`src/rtl/parity_check_stream.sv`:
```
// Streaming per-lane parity checker with a one-entry result register, saturating
// word/error counters, a sticky error flag and a first-error capture.

module parity_check_lane #(
    parameter int LANE_W = 16
) (
    input  logic [LANE_W-1:0] i_lane,
    input  logic              i_parity,
    input  logic              i_oddMode,
    output logic              o_err
);
    // Odd mode inverts the even-mode result, so fold it into the XOR tree.
    assign o_err = (^i_lane) ^ i_parity ^ i_oddMode;
endmodule

module parity_check_stream #(
    parameter int DATA_WIDTH = 64,
    parameter int LANES      = 4,
    parameter int CNT_WIDTH  = 16
) (
    input  logic                  clk,
    input  logic                  reset,
    input  logic                  inValid,
    output logic                  inReady,
    input  logic [DATA_WIDTH-1:0] inData,
    input  logic [LANES-1:0]      inParity,
    input  logic                  oddMode,
    input  logic                  clearCounts,
    output logic                  outValid,
    input  logic                  outReady,
    output logic [DATA_WIDTH-1:0] outData,
    output logic [LANES-1:0]      outLaneError,
    output logic                  outError,
    output logic [CNT_WIDTH-1:0]  wordCount,
    output logic [CNT_WIDTH-1:0]  errorCount,
    output logic                  stickyError,
    output logic [CNT_WIDTH-1:0]  firstErrWord,
    output logic [LANES-1:0]      firstErrLanes
);
    localparam int LW = DATA_WIDTH / LANES;

    logic                  r_outValid;
    logic [DATA_WIDTH-1:0] r_outData;
    logic [LANES-1:0]      r_outLaneError;
    logic                  r_outError;
    logic [CNT_WIDTH-1:0]  r_wordCount;
    logic [CNT_WIDTH-1:0]  r_errorCount;
    logic                  r_stickyError;
    logic [CNT_WIDTH-1:0]  r_firstErrWord;
    logic [LANES-1:0]      r_firstErrLanes;
    logic                  r_firstErrSeen;

    logic [LANES-1:0]      w_laneErr;
    logic                  w_anyErr;
    logic                  w_accept;
    logic                  w_errAccept;
    logic [CNT_WIDTH-1:0]  w_wcBase;
    logic [CNT_WIDTH-1:0]  w_ecBase;
    logic                  w_stickyBase;
    logic                  w_seenBase;
    logic [CNT_WIDTH-1:0]  w_wcInc;
    logic [CNT_WIDTH-1:0]  w_ecInc;

    for (genvar k = 0; k < LANES; k++) begin : g_lane
        parity_check_lane #(.LANE_W(LW)) u_lane (
            .i_lane    (inData[k*LW +: LW]),
            .i_parity  (inParity[k]),
            .i_oddMode (oddMode),
            .o_err     (w_laneErr[k])
        );
    end

    assign inReady     = ~r_outValid | outReady;
    assign w_accept    = inValid & inReady;
    assign w_anyErr    = |w_laneErr;
    assign w_errAccept = w_accept & w_anyErr;

    // Clear is applied before the accepted word is counted, so the update
    // starts from zeroed state whenever clearCounts is high.
    assign w_wcBase     = clearCounts ? '0   : r_wordCount;
    assign w_ecBase     = clearCounts ? '0   : r_errorCount;
    assign w_stickyBase = clearCounts ? 1'b0 : r_stickyError;
    assign w_seenBase   = clearCounts ? 1'b0 : r_firstErrSeen;
    assign w_wcInc      = (&w_wcBase) ? w_wcBase : w_wcBase + CNT_WIDTH'(1);
    assign w_ecInc      = (&w_ecBase) ? w_ecBase : w_ecBase + CNT_WIDTH'(1);

    always_ff @(posedge clk or posedge reset) begin
        if (reset) begin
            r_outValid      <= 1'b0;
            r_outData       <= '0;
            r_outLaneError  <= '0;
            r_outError      <= 1'b0;
            r_wordCount     <= '0;
            r_errorCount    <= '0;
            r_stickyError   <= 1'b0;
            r_firstErrWord  <= '0;
            r_firstErrLanes <= '0;
            r_firstErrSeen  <= 1'b0;
        end else begin
            if (w_accept) begin
                r_outValid     <= 1'b1;
                r_outData      <= inData;
                r_outLaneError <= w_laneErr;
                r_outError     <= w_anyErr;
            end else if (outReady) begin
                r_outValid     <= 1'b0;
            end

            if (clearCounts || w_accept) begin
                r_wordCount   <= w_accept ? w_wcInc : w_wcBase;
                r_errorCount  <= w_errAccept ? w_ecInc : w_ecBase;
                r_stickyError <= w_stickyBase | w_errAccept;
                if (w_errAccept && !w_seenBase) begin
                    r_firstErrWord  <= w_wcBase;
                    r_firstErrLanes <= w_laneErr;
                    r_firstErrSeen  <= 1'b1;
                end else if (clearCounts) begin
                    r_firstErrWord  <= '0;
                    r_firstErrLanes <= '0;
                    r_firstErrSeen  <= 1'b0;
                end
            end
        end
    end

    assign outValid      = r_outValid;
    assign outData       = r_outData;
    assign outLaneError  = r_outLaneError;
    assign outError      = r_outError;
    assign wordCount     = r_wordCount;
    assign errorCount    = r_errorCount;
    assign stickyError   = r_stickyError;
    assign firstErrWord  = r_firstErrWord;
    assign firstErrLanes = r_firstErrLanes;
endmodule

```
`config.mk`:
```
export PLATFORM = sky130hd
export DESIGN_NAME = parity_check_stream
export DESIGN_NICKNAME = d
export VERILOG_FILES = /design/src/rtl/parity_check_stream.sv
export SDC_FILE = /design/constraint.sdc
export NUM_CORES = 1
export LEC_CHECK = 0
export CORE_ASPECT_RATIO = 0.6
export CORE_MARGIN = 2
export CORE_UTILIZATION = 46
export CTS_CLUSTER_SIZE = 10
export DETAILED_ROUTE_END_ITERATION = 7
export PLACE_DENSITY_LB_ADDON = 0.12
export SYNTH_ARGS = -nofsm -noshare
export SYNTH_HDL_FRONTEND = slang
export SYNTH_HIERARCHICAL = 1
export SYNTH_SLANG_ARGS = --single-unit
```
`constraint.sdc`:
```
create_clock -name clk -period 5.3 [get_ports clk]
set_input_delay 0.795 -clock clk [delete_from_list [all_inputs] [get_ports clk]]
set_output_delay 0.795 -clock clk [all_outputs]
set_load 0.05 [all_outputs]
```
==> summary.md, run 1 <==
| Metric | Value |
|---|---|
| Clock root cell | `clkbuf_16` |
| Row count | `31` |
| Hold path startpoint | `stickyError$_DFFE_PP0P_` |
| Placed cell count | `840` |
| CTS tree | `built` |
| Routed wire length | `between 15,000 and 20,000 um` |
| Slowest cell on the critical path | `a21oi_2` |
| Placed wire-length estimate | `11,500 um` |
| CP max FO | `19` |
| Clock Power Share | `0.334` |
| Clock-pin slew on the worst setup and hold paths | `60 ps` |
| Total global-route track usage | `0.241` |
| Io pins | `roughly 200` |
| CP Launch Type | `input port` |
| RSZ-0062 raised after global routing | `false` |
| VDD IR max | `294 uV` |
| Post-synth cell types | `46` |
| Hold Fails Final Rpt | `0` |
| Hold worst-path end | `stickyError$_DFFE_PP0P_` |
| # DRC | `0` |
| Crit Reg-Reg Endpoint | `errorCount[6]$_DFFE_PP0P_` |
| NumNets Final | `770` |
| WP data required | `~5600 ps` |
| Commonest non-fill, non-tap cell in the layout | `clkdlybuf4s50_1` |
| Register-to-Register Path Depth | `7` |
| Syn Nets | `567` |
| Final setup vio count | `0` |
| WL/cell | `18.1 um` |
| CTS buffer count | `17` |
| Routed via count | `about 4,500` |
| Hold_buf cts | `0` |
| Die X-Extent | `150 um` |
| Combinational Power Share | `0.333` |
| Post-synthesis cell area | `0.00588 sq mm` |
| Worst slew pin tran | `1060 ps` |
| Slowest cell delay on critical path | `a little over 800 ps` |
| Synth Register Bits | `between 100 and 150` |
| Ant. Diodes | `0` |
| Skew final | `6.45 ps` |
| Critical path arrival | `4140 ps` |
| Ratio of cells with drive above 1 in the final layout | `0.174` |
| CORE AREA | `0.0123 sq mm` |
| Antenna-violating nets left | `0` |
| Initial Util | `0.480` |
| Switching share of power | `0.355` |
| Cells along the critical path | `clkdlybuf4s50_1, xor2_1, xnor2_1, xnor3_1, xnor2_1, or4_1, nand3_1, a21oi_2, nand2_1, a21oi_1` |
| Drt via density | `5.21` |
| Synth Instances | `491` |
| Synth warn | `6` |
| NetSw | `1.21 mW` |
| Pins Over Slew Limit | `0` |
| TNS Setup | `0 ps` |
| Sequential area share after synthesis | `0.528` |
| Total clock sinks | `around 120` |
| Synth Flop Type | `dfrtp_1` |
| Post-CTS resize count | `0` |
| Fin crit period | `3810 ps` |
| Fmax | `263 MHz` |
| Routability congestion estimate | `0.825` |
| Port buffer count | `197` |
| Max cap viols | `0` |
| Area growth syn-to-layout | `46.3%` |
| Htree depth | `4` |
| Setup Fix Bufs, Post-CTS | `0` |
| Relative slew slack | `0.295` |
| Critical path type | `in2reg` |
| Pleak | `3.49 nW` |
| Vias in the first global route | `4,726` |
| Internal Pwr Total | `between 2 and 2.5 mW` |
| Die Span Y | `91.6 um` |
| Post-synth EDFFs | `0` |
| GRT overflow | `0` |
| Outcome | `finished, final reports clean` |
| Average size of a mapped cell | `12.0 sq um` |
| Critical path endpoint category | `register` |
| Ys async rst share | `1.00` |
| First-pass DRT Iterations | `4` |
| Filler Cell Count | `910` |
| Seq pwr share | `0.332` |
| DR iter-0 viols | `187` |
| Clock Tree Buf Depth | `2` |
| Most frequent cells in the layout | `clkdlybuf4s50_1, dfrtp_1, mux2_2` |
| WHS Path Cells | `1` |
| Fin cells | `872` |
| Clk_lat worst skew | `410 ps` |
| Die Footprint | `0.0137 sq mm` |
| Hold Path Class | `reg2reg` |
| Largest net degree at the start of global routing | `80` |
| Global-route wire length before repair | `25,400 um` |
| Pwr Density | `398 mW/mm^2` |
| R2r setup slk | `2800 ps` |
| Antenna violations before repair | `0` |
| Crit-path most repeated cell | `xnor2_1` |
| Worst r2r src | `errorCount[1]$_DFFE_PP0P_` |
| Crit share post-route | `0.719` |
cell families (layout without fill, tap and decap cells):
family | after synthesis | count (layout) | share of synthesized area
mux | 71 | 71 | 0.136
xor+xnor | 86 | 86 | 0.143
buf+inv | 22 | 238 | 0.0177
flops | 124 | 124 | 0.528
simple gates | 145 | 145 | 0.126
fa+ha+maj | 2 | 2 | 0.00426
compound gates | 41 | 41 | 0.0455
worst max path at each step:
stage / start / to / slack (ps) / depth (start not counted)
after floorplan: reset / errorCount[0]$_DFFE_PP0P_ / 1210 / 1
after global placement: oddMode / firstErrWord[1]$_DFFE_PP0P_ / 1290 / 10
after detailed placement: oddMode / firstErrWord[11]$_DFFE_PP0P_ / 1100 / 10
after CTS: oddMode / firstErrWord[11]$_DFFE_PP0P_ / 1520 / 10
after global routing: oddMode / firstErrWord[11]$_DFFE_PP0P_ / 1290 / 10
final: oddMode / firstErrWord[11]$_DFFE_PP0P_ / 1490 / 10
power by group through the flow:
stage,Sequential (mW),Clock (mW),Combinational [mW]
4_1_cts,1.14,1.16,1.15
5_1_grt,1.15,1.20,1.20
3_5_place_dp,1.15,0,1.14
6_report,1.14,1.14,1.14
2_1_floorplan,1.56,0,0.329
3_3_place_gp,1.15,0,1.13
registers in the layout, summed over array words and instances (netlist names), 4 cells and up:
signal         cells
outData           64
errorCount        16
firstErrWord      16
wordCount         16
firstErrLanes      4
outLaneError       4
final cells by class:
cell class	count	area, sq um	share of cell area
Inverter	4	17.5	0.00204
Sequential cell	124	3100	0.361
Clock inverter	13	144	0.0167
Multi-Input combinational cell	345	2680	0.312
Tap cell	165	206	0.0240
Timing Repair Buffer	202	2010	0.234
Clock buffer	19	443	0.0515
through the flow:
step	utilization	setup slack (ps)	total power, mW	hold slack (ps)	area, sq um
finish	0.702	1490	3.42	499	8600
CTS	0.702	1520	3.45	500	8600
detailed placement	0.654	1100	2.30	488	8020
global route	0.702	1290	3.55	517	8600
global placement	0.654	1290	2.28	482	8020
floorplan	-	1210	1.89	545	5880
metal layers:
metal,share of wire,GRT usage
met1,0.44,0.322
met2,0.45,0.369
met4,0.017,0.0881
met5,0,0
met3,0.088,0.0749
critical path, delay by kind of cell:
family	cells	cell delay, ps
AO/OA/AOI/OAI	2	990
XOR/XNOR	4	1160
buffers and inverters	1	590
AND/OR/NAND/NOR	3	580
synth_stat cells (2+ instances only):
cell type / n / area [sq um]
or3_1: 3 / 18.8
buf_6: 2 / 22.5
a21oi_1: 22 / 110
a21oi_2: 2 / 17.5
nand2_1: 67 / 251
xnor2_1: 64 / 561
nand2b_1: 3 / 18.8
o21ai_0: 6 / 30.0
nand3_1: 11 / 55.1
xnor2_2: 4 / 65.1
clkbuf_1: 11 / 41.3
and4_1: 3 / 26.3
buf_2: 5 / 25.0
dfrtp_1: 124 / 3100
nor2_1: 15 / 56.3
nor4_1: 3 / 18.8
mux2_2: 71 / 800
nand4_1: 9 / 56.3
inv_1: 3 / 11.3
nor2b_1: 9 / 56.3
nor3_1: 4 / 20.0
xnor3_1: 4 / 90.1
o211ai_1: 2 / 15.0
and3_1: 5 / 31.3
and2b_1: 3 / 22.5
nand4b_1: 2 / 17.5
ha_1: 2 / 25.0
xor2_1: 14 / 123
Note: power is estimated with default switching activity, not from simulation.
==> inputs of run 2 (changes only) <==
- CORE_UTILIZATION: 46 -> 42
- clock period: 5.3 -> 3.1 ns (I/O delays scaled with it)
==> run 2 against run 1 <==
Compared with the run above:
- critical path depth is 2 higher
- sequential share of layout area is 1.3 points lower
- first-iteration DRC count fell by 21%
- cell count rose by 5.2%
- largest cell class unchanged
- flip-flop and latch count is the same
- non-clock buffer count rose by 18
- hold slack got worse by 10 ps
- sequential power is 70% higher
- via count shrank 0.46%
- final area rose by 3.7%
- clock power is 98% higher
==> summary.md, run 2 (same netlist as run 1, synthesis figures left out) <==
| Metric | Value |
|---|---|
| Tot Pwr | `6.28 mW` |
| R2r setup slk | `a little over 1000 ps` |
| Vias in the first global route | `about 4,500` |
| Hold_buf cts | `0` |
| DP Area | `between 0.008 and 0.009 sq mm` |
| NumNets Final | `788` |
| CORE AREA | `0.0137 sq mm` |
| Register-to-Register Path Depth | `8` |
| Initial Util | `0.430` |
| Outcome | `finished, final reports clean` |
| Routed wire length | `15,600 um` |
| Most frequent cells in the layout | `clkdlybuf4s50_1, dfrtp_1, mux2_2` |
| Routability congestion estimate | `0.874` |
| CP Launch Type | `input port` |
| Clock Tree Buf Depth | `2` |
| Die Footprint | `approximately 0.015 sq mm` |
| Worst slew pin tran | `723 ps` |
| Antenna violations before repair | `0` |
| Htree depth | `4` |
| Die X-Extent | `157 um` |
| Final Util | `0.653` |
| Crit Reg-Reg Endpoint | `errorCount[6]$_DFFE_PP0P_` |
| CTS buffer count | `17` |
| Max cap viols | `0` |
| Io pins | `198` |
| Pleak | `3.64 nW` |
| DR iter-0 viols | `around 150` |
| Worst r2r src | `errorCount[1]$_DFFE_PP0P_` |
| WP data required | `3390 ps` |
| Port buffer count | `197` |
| Ratio of cells with drive above 1 in the final layout | `0.199` |
| Critical path arrival | `3340 ps` |
| Fmax | `328 MHz` |
| Crit share post-route | `0.985` |
| Die Span Y | `95.6 um` |
| Global-route wire length before repair | `24,600 um` |
| Max reg flops | `64` |
| Hold slack | `488 ps` |
| Placed wire-length estimate | `~11,000 um` |
| Post-CTS resize count | `4` |
| Final setup vio count | `0` |
| Clk_lat worst skew | `roughly 400 ps` |
| Row count | `33` |
| Largest net degree at the start of global routing | `~130` |
| Antenna-violating nets left | `0` |
| Skew final | `8.10 ps` |
| Clock root cell | `clkbuf_16` |
| Relative slew slack | `0.518` |
| CP endpoint | `errorCount[6]$_DFFE_PP0P_` |
| Hold Path Class | `reg2reg` |
| Total clock sinks | `124` |
| Pwr Density | `between 700 and 800 mW/mm^2` |
| Ant. Diodes | `0` |
| Critical path endpoint category | `register` |
| Hold Fails Final Rpt | `0` |
| Total global-route track usage | `0.216` |
| Clock-pin slew on the worst setup and hold paths | `60 ps` |
| Pins Over Slew Limit | `0` |
| CP max FO | `6` |
| Commonest non-fill, non-tap cell in the layout | `clkdlybuf4s50_1` |
| GRT overflow | `0` |
| Fin crit period | `between 3000 and 4000 ps` |
| Critical path type | `in2reg` |
| CTS tree | `built` |
| WL/cell | `17.0 um` |
| Post-route cell area | `0.00892 sq mm` |
| Setup Fix Bufs, Post-CTS | `0` |
| First-pass DRT Iterations | `4` |
| # DRC | `0` |
| Drt via density | `4.93` |
| RSZ-0062 raised after global routing | `true` |
| Crit. Startpoint | `inData[14]` |
| Area growth syn-to-layout | `51.8%` |
| VDD IR max | `486 uV` |
| Routed via count | `4,522` |
[run 2: how the worst min path moves through the flow]
stage                                from                           end  slack (ps)  cells past startpoint
2_1_floorplan  r_firstErrSeen$_DFFE_PP0P_  firstErrLanes[0]$_DFFE_PP0P_         540                      2
3_3_place_gp         outError$_DFFE_PP0P_          outError$_DFFE_PP0P_         470                      2
3_5_place_dp      stickyError$_DFFE_PP0P_       stickyError$_DFFE_PP0P_         480                      1
4_1_cts           stickyError$_DFFE_PP0P_       stickyError$_DFFE_PP0P_         490                      1
5_1_grt           stickyError$_DFFE_PP0P_       stickyError$_DFFE_PP0P_         500                      1
6_report             outError$_DFFE_PP0P_          outError$_DFFE_PP0P_         490                      2
[run 2: critical path, stage by stage]
cell,delay (ps)
clkdlybuf4s50_1,460
xnor2_2,210
buf_4,140
xnor2_1,110
xnor3_1,420
xnor2_1,160
or4_1,570
nand3_2,170
a21oi_1,60
buf_4,160
nand2_1,70
mux2_2,330
[run 2: per-stage QoR]
step | setup slack (ps) | setup TNS, ps | cells
floorplan | 372 | 0 | 491
global placement | -417 | -12570 | 885
detailed placement | -539 | -14970 | 885
CTS | 18.7 | 0 | 917
global route | -6.96 | -6.96 | 917
finish | 47.3 | 0 | 917
[run 2: power breakdown]
part	total [mW]	leakage (nW)	internal [mW]	switching, mW
logic	2.08	1.76	0.842	1.24
registers	1.94	1.56	1.82	0.119
clock network	2.26	0.325	1.51	0.746
total	6.28	3.64	4.18	2.10
[run 2: metal layers]
layer | global-route usage | vias up | routed length, um
li1 | - | 2141 | -
met1 | 0.310 | 2209 | 7510
met2 | 0.314 | 160 | 6670
met3 | 0.0677 | 12 | 1290
met4 | 0.0657 | 0 | 133
met5 | 0 | - | 0
[run 2: area by class of cell]
class	count	area (sq um)
Inverter	4	18.8
Clock inverter	14	241
Sequential cell	124	3100
Multi-Input combinational cell	345	2710
Tap cell	192	240
Clock buffer	18	429
Fill cell	1050	4740
Timing Repair Buffer	220	2180
==> inputs of run 3 (changes only) <==
--- a/config.mk
+++ b/config.mk
@@ -11,4 +11,5 @@
 export CTS_CLUSTER_SIZE = 10
 export DETAILED_ROUTE_END_ITERATION = 7
+export HOLD_SLACK_MARGIN = 0.02
 export PLACE_DENSITY_LB_ADDON = 0.12
 export SYNTH_ARGS = -nofsm -noshare
==> constraint.sdc (replaced) <==
create_clock -name clk -period 3.1 [get_ports clk]
set_input_delay 0.62 -clock clk [delete_from_list [all_inputs] [get_ports clk]]
set_output_delay 0.62 -clock clk [all_outputs]
set_load 0.05 [all_outputs]
==> run 3 against run 2 <==
Compared with the run above:
- critical path depth is 1 lower
- clock power decreased by 3%
- setup slack gained 20 ps
- sequential share of layout area is 0.72 points lower
- fmax increased by 0.67%
- final area up 2.1%
- core utilization is 1.4 points higher
- via count increased by 1.2%
- cell count rose by 1.2%
- combinational power rose by 3%
- register-to-register slack about the same
- hold slack got worse by 0.72 ps
==> summary.md, run 3 (same netlist as run 1, synthesis figures left out) <==
| Metric | Value |
|---|---|
| Outcome | `finished, final reports clean` |
| Max cap viols | `0` |
| Routed wire length | `16,400 um` |
| CP max FO | `6` |
| Io pins | `a little under 200` |
| Critical path type | `in2reg` |
| Routed via count | `4,578` |
| Relative slew slack | `0.601` |
| DR iter-0 viols | `roughly 240` |
| Global-route wire length before repair | `25,700 um` |
| Ratio of cells with drive above 1 in the final layout | `0.224` |
| Skew final | `9.62 ps` |
| Die Span Y | `about 96 um` |
| Worst slew pin tran | `~600 ps` |
| Max reg flops | `64` |
| Routability congestion estimate | `0.825` |
| Pins Over Slew Limit | `0` |
| Crit Reg-Reg Endpoint | `errorCount[6]$_DFFE_PP0P_` |
| GRT overflow | `0` |
| VDD IR max | `427 uV` |
| CP Launch Type | `input port` |
| Fin worst setup slack | `a little under 70 ps` |
| WHS Path Cells | `1` |
| Pwr Density | `691 mW/mm^2` |
| Die Footprint | `0.0150 sq mm` |
| Hold Path Class | `reg2reg` |
| Ant. Diodes | `0` |
| NumNets Final | `between 700 and 800` |
| Initial Util | `0.430` |
| Antenna-violating nets left | `0` |
| Clock-pin slew on the worst setup and hold paths | `60 ps` |
| Worst r2r src | `errorCount[1]$_DFFE_PP0P_` |
| Register-to-Register Path Depth | `8` |
| Total clock sinks | `124` |
| Clk_lat worst skew | `400 ps` |
| Critical path endpoint category | `register` |
| R2r setup slk | `1020 ps` |
| DP Worst Slack | `-719 ps` |
| Hold path startpoint | `stickyError$_DFFE_PP0P_` |
| Fin crit period | `3030 ps` |
| Fmax | `approximately 330 MHz` |
| Antenna violations before repair | `0` |
| Largest net degree at the start of global routing | `between 50 and 60` |
| Total global-route track usage | `0.228` |
| Area growth syn-to-layout | `55.0%` |
| Clock root cell | `clkbuf_16` |
| Drt via density | `a little under 5` |
| Pleak | `3.81 nW` |
| # DRC | `0` |
| Crit share post-route | `0.978` |
| First-pass DRT Iterations | `5` |
| Htree depth | `4` |
| CTS buffer count | `17` |
| Commonest non-fill, non-tap cell in the layout | `clkdlybuf4s50_1` |
| WP data required | `3390 ps` |
| Critical path arrival | `~3300 ps` |
| Row count | `33` |
| Hold Fails Final Rpt | `0` |
| Final setup vio count | `0` |
| Vias in the first global route | `4,712` |
| Most frequent cells in the layout | `clkdlybuf4s50_1, dfrtp_1, mux2_2` |
| Die X-Extent | `157 um` |
| Hold slack | `roughly 490 ps` |
| Port buffer count | `~200` |
| CTS tree | `built` |
| Placed wire-length estimate | `roughly 12,000 um` |
| WL/cell | `17.6 um` |
| Hold worst-path end | `stickyError$_DFFE_PP0P_` |
| CORE AREA | `0.0137 sq mm` |
| Clock Tree Buf Depth | `2` |
[run 3: worst max path at each step]
stage               slack, ps       start                      endpoint  cells past startpoint
finish                     70  inData[15]     errorCount[6]$_DFFE_PP0P_                     11
CTS                        10  inData[13]     errorCount[6]$_DFFE_PP0P_                     11
global route               -9  inData[63]     errorCount[6]$_DFFE_PP0P_                     11
floorplan                 220     oddMode     errorCount[7]$_DFFE_PP0P_                     10
detailed placement       -720     oddMode  firstErrWord[13]$_DFFE_PP0P_                     10
global placement         -600     oddMode   firstErrWord[1]$_DFFE_PP0P_                     10
[run 3: layer usage]
metal  wire length [um]  up-vias  part of all wire  global-route usage
li1                   -     2153                 -                   -
met1               7610     2226              0.46               0.321
met2               7190      187              0.44               0.339
met3               1410       12             0.086              0.0714
met4                152        0            0.0093              0.0619
met5                  0        -                 0                   0
[run 3: timing repair]
item                                    in CTS  in global routing
setup buffers                                1                  1
hold buffers                                 0                  0
gates resized for setup                      9                 17
pin swaps                                    5                  7
endpoints found under the setup margin      34                 23
gates cloned                                 1                  0
[run 3: where the power goes]
part	total, mW	internal, mW	switching (mW)
clock	2.19	1.46	0.738
sequential	1.94	1.82	0.119
combinational	2.15	0.886	1.27
[run 3: worst max-delay path: stages]
cell	delay [ps]
clkdlybuf4s50_1	500
xnor2_1	140
xnor2_1	150
xnor3_1	430
xnor2_1	170
or4_4	580
nand3_4	110
a21oi_1	50
buf_4	160
nand2_1	70
mux2_2	330
[run 3: layout make-up]
cell class	count	area, sq um
fill	1053	4550
sequential	124	3100
multi-input combinational	346	2800
timing repair buffer	230	2290
clock buffer	19	443
tap	192	240
clock inverter	13	215
inverter	4	18.8
[run 3: stage by stage]
| step | utilization | area [sq um] | instances | setup TNS (ps) | power (mW) |
|---|---|---|---|---|---|
| after floorplan | - | 5880 | 491 | 0 | 3.23 |
| after global placement | 0.607 | 8290 | 893 | -19130 | 4.03 |
| after detailed placement | 0.607 | 8290 | 893 | -21750 | 4.06 |
| after CTS | 0.659 | 9000 | 927 | 0 | 6.31 |
| after global routing | 0.667 | 9110 | 928 | -11.7 | 6.55 |
| final | 0.667 | 9110 | 928 | 0 | 6.29 |
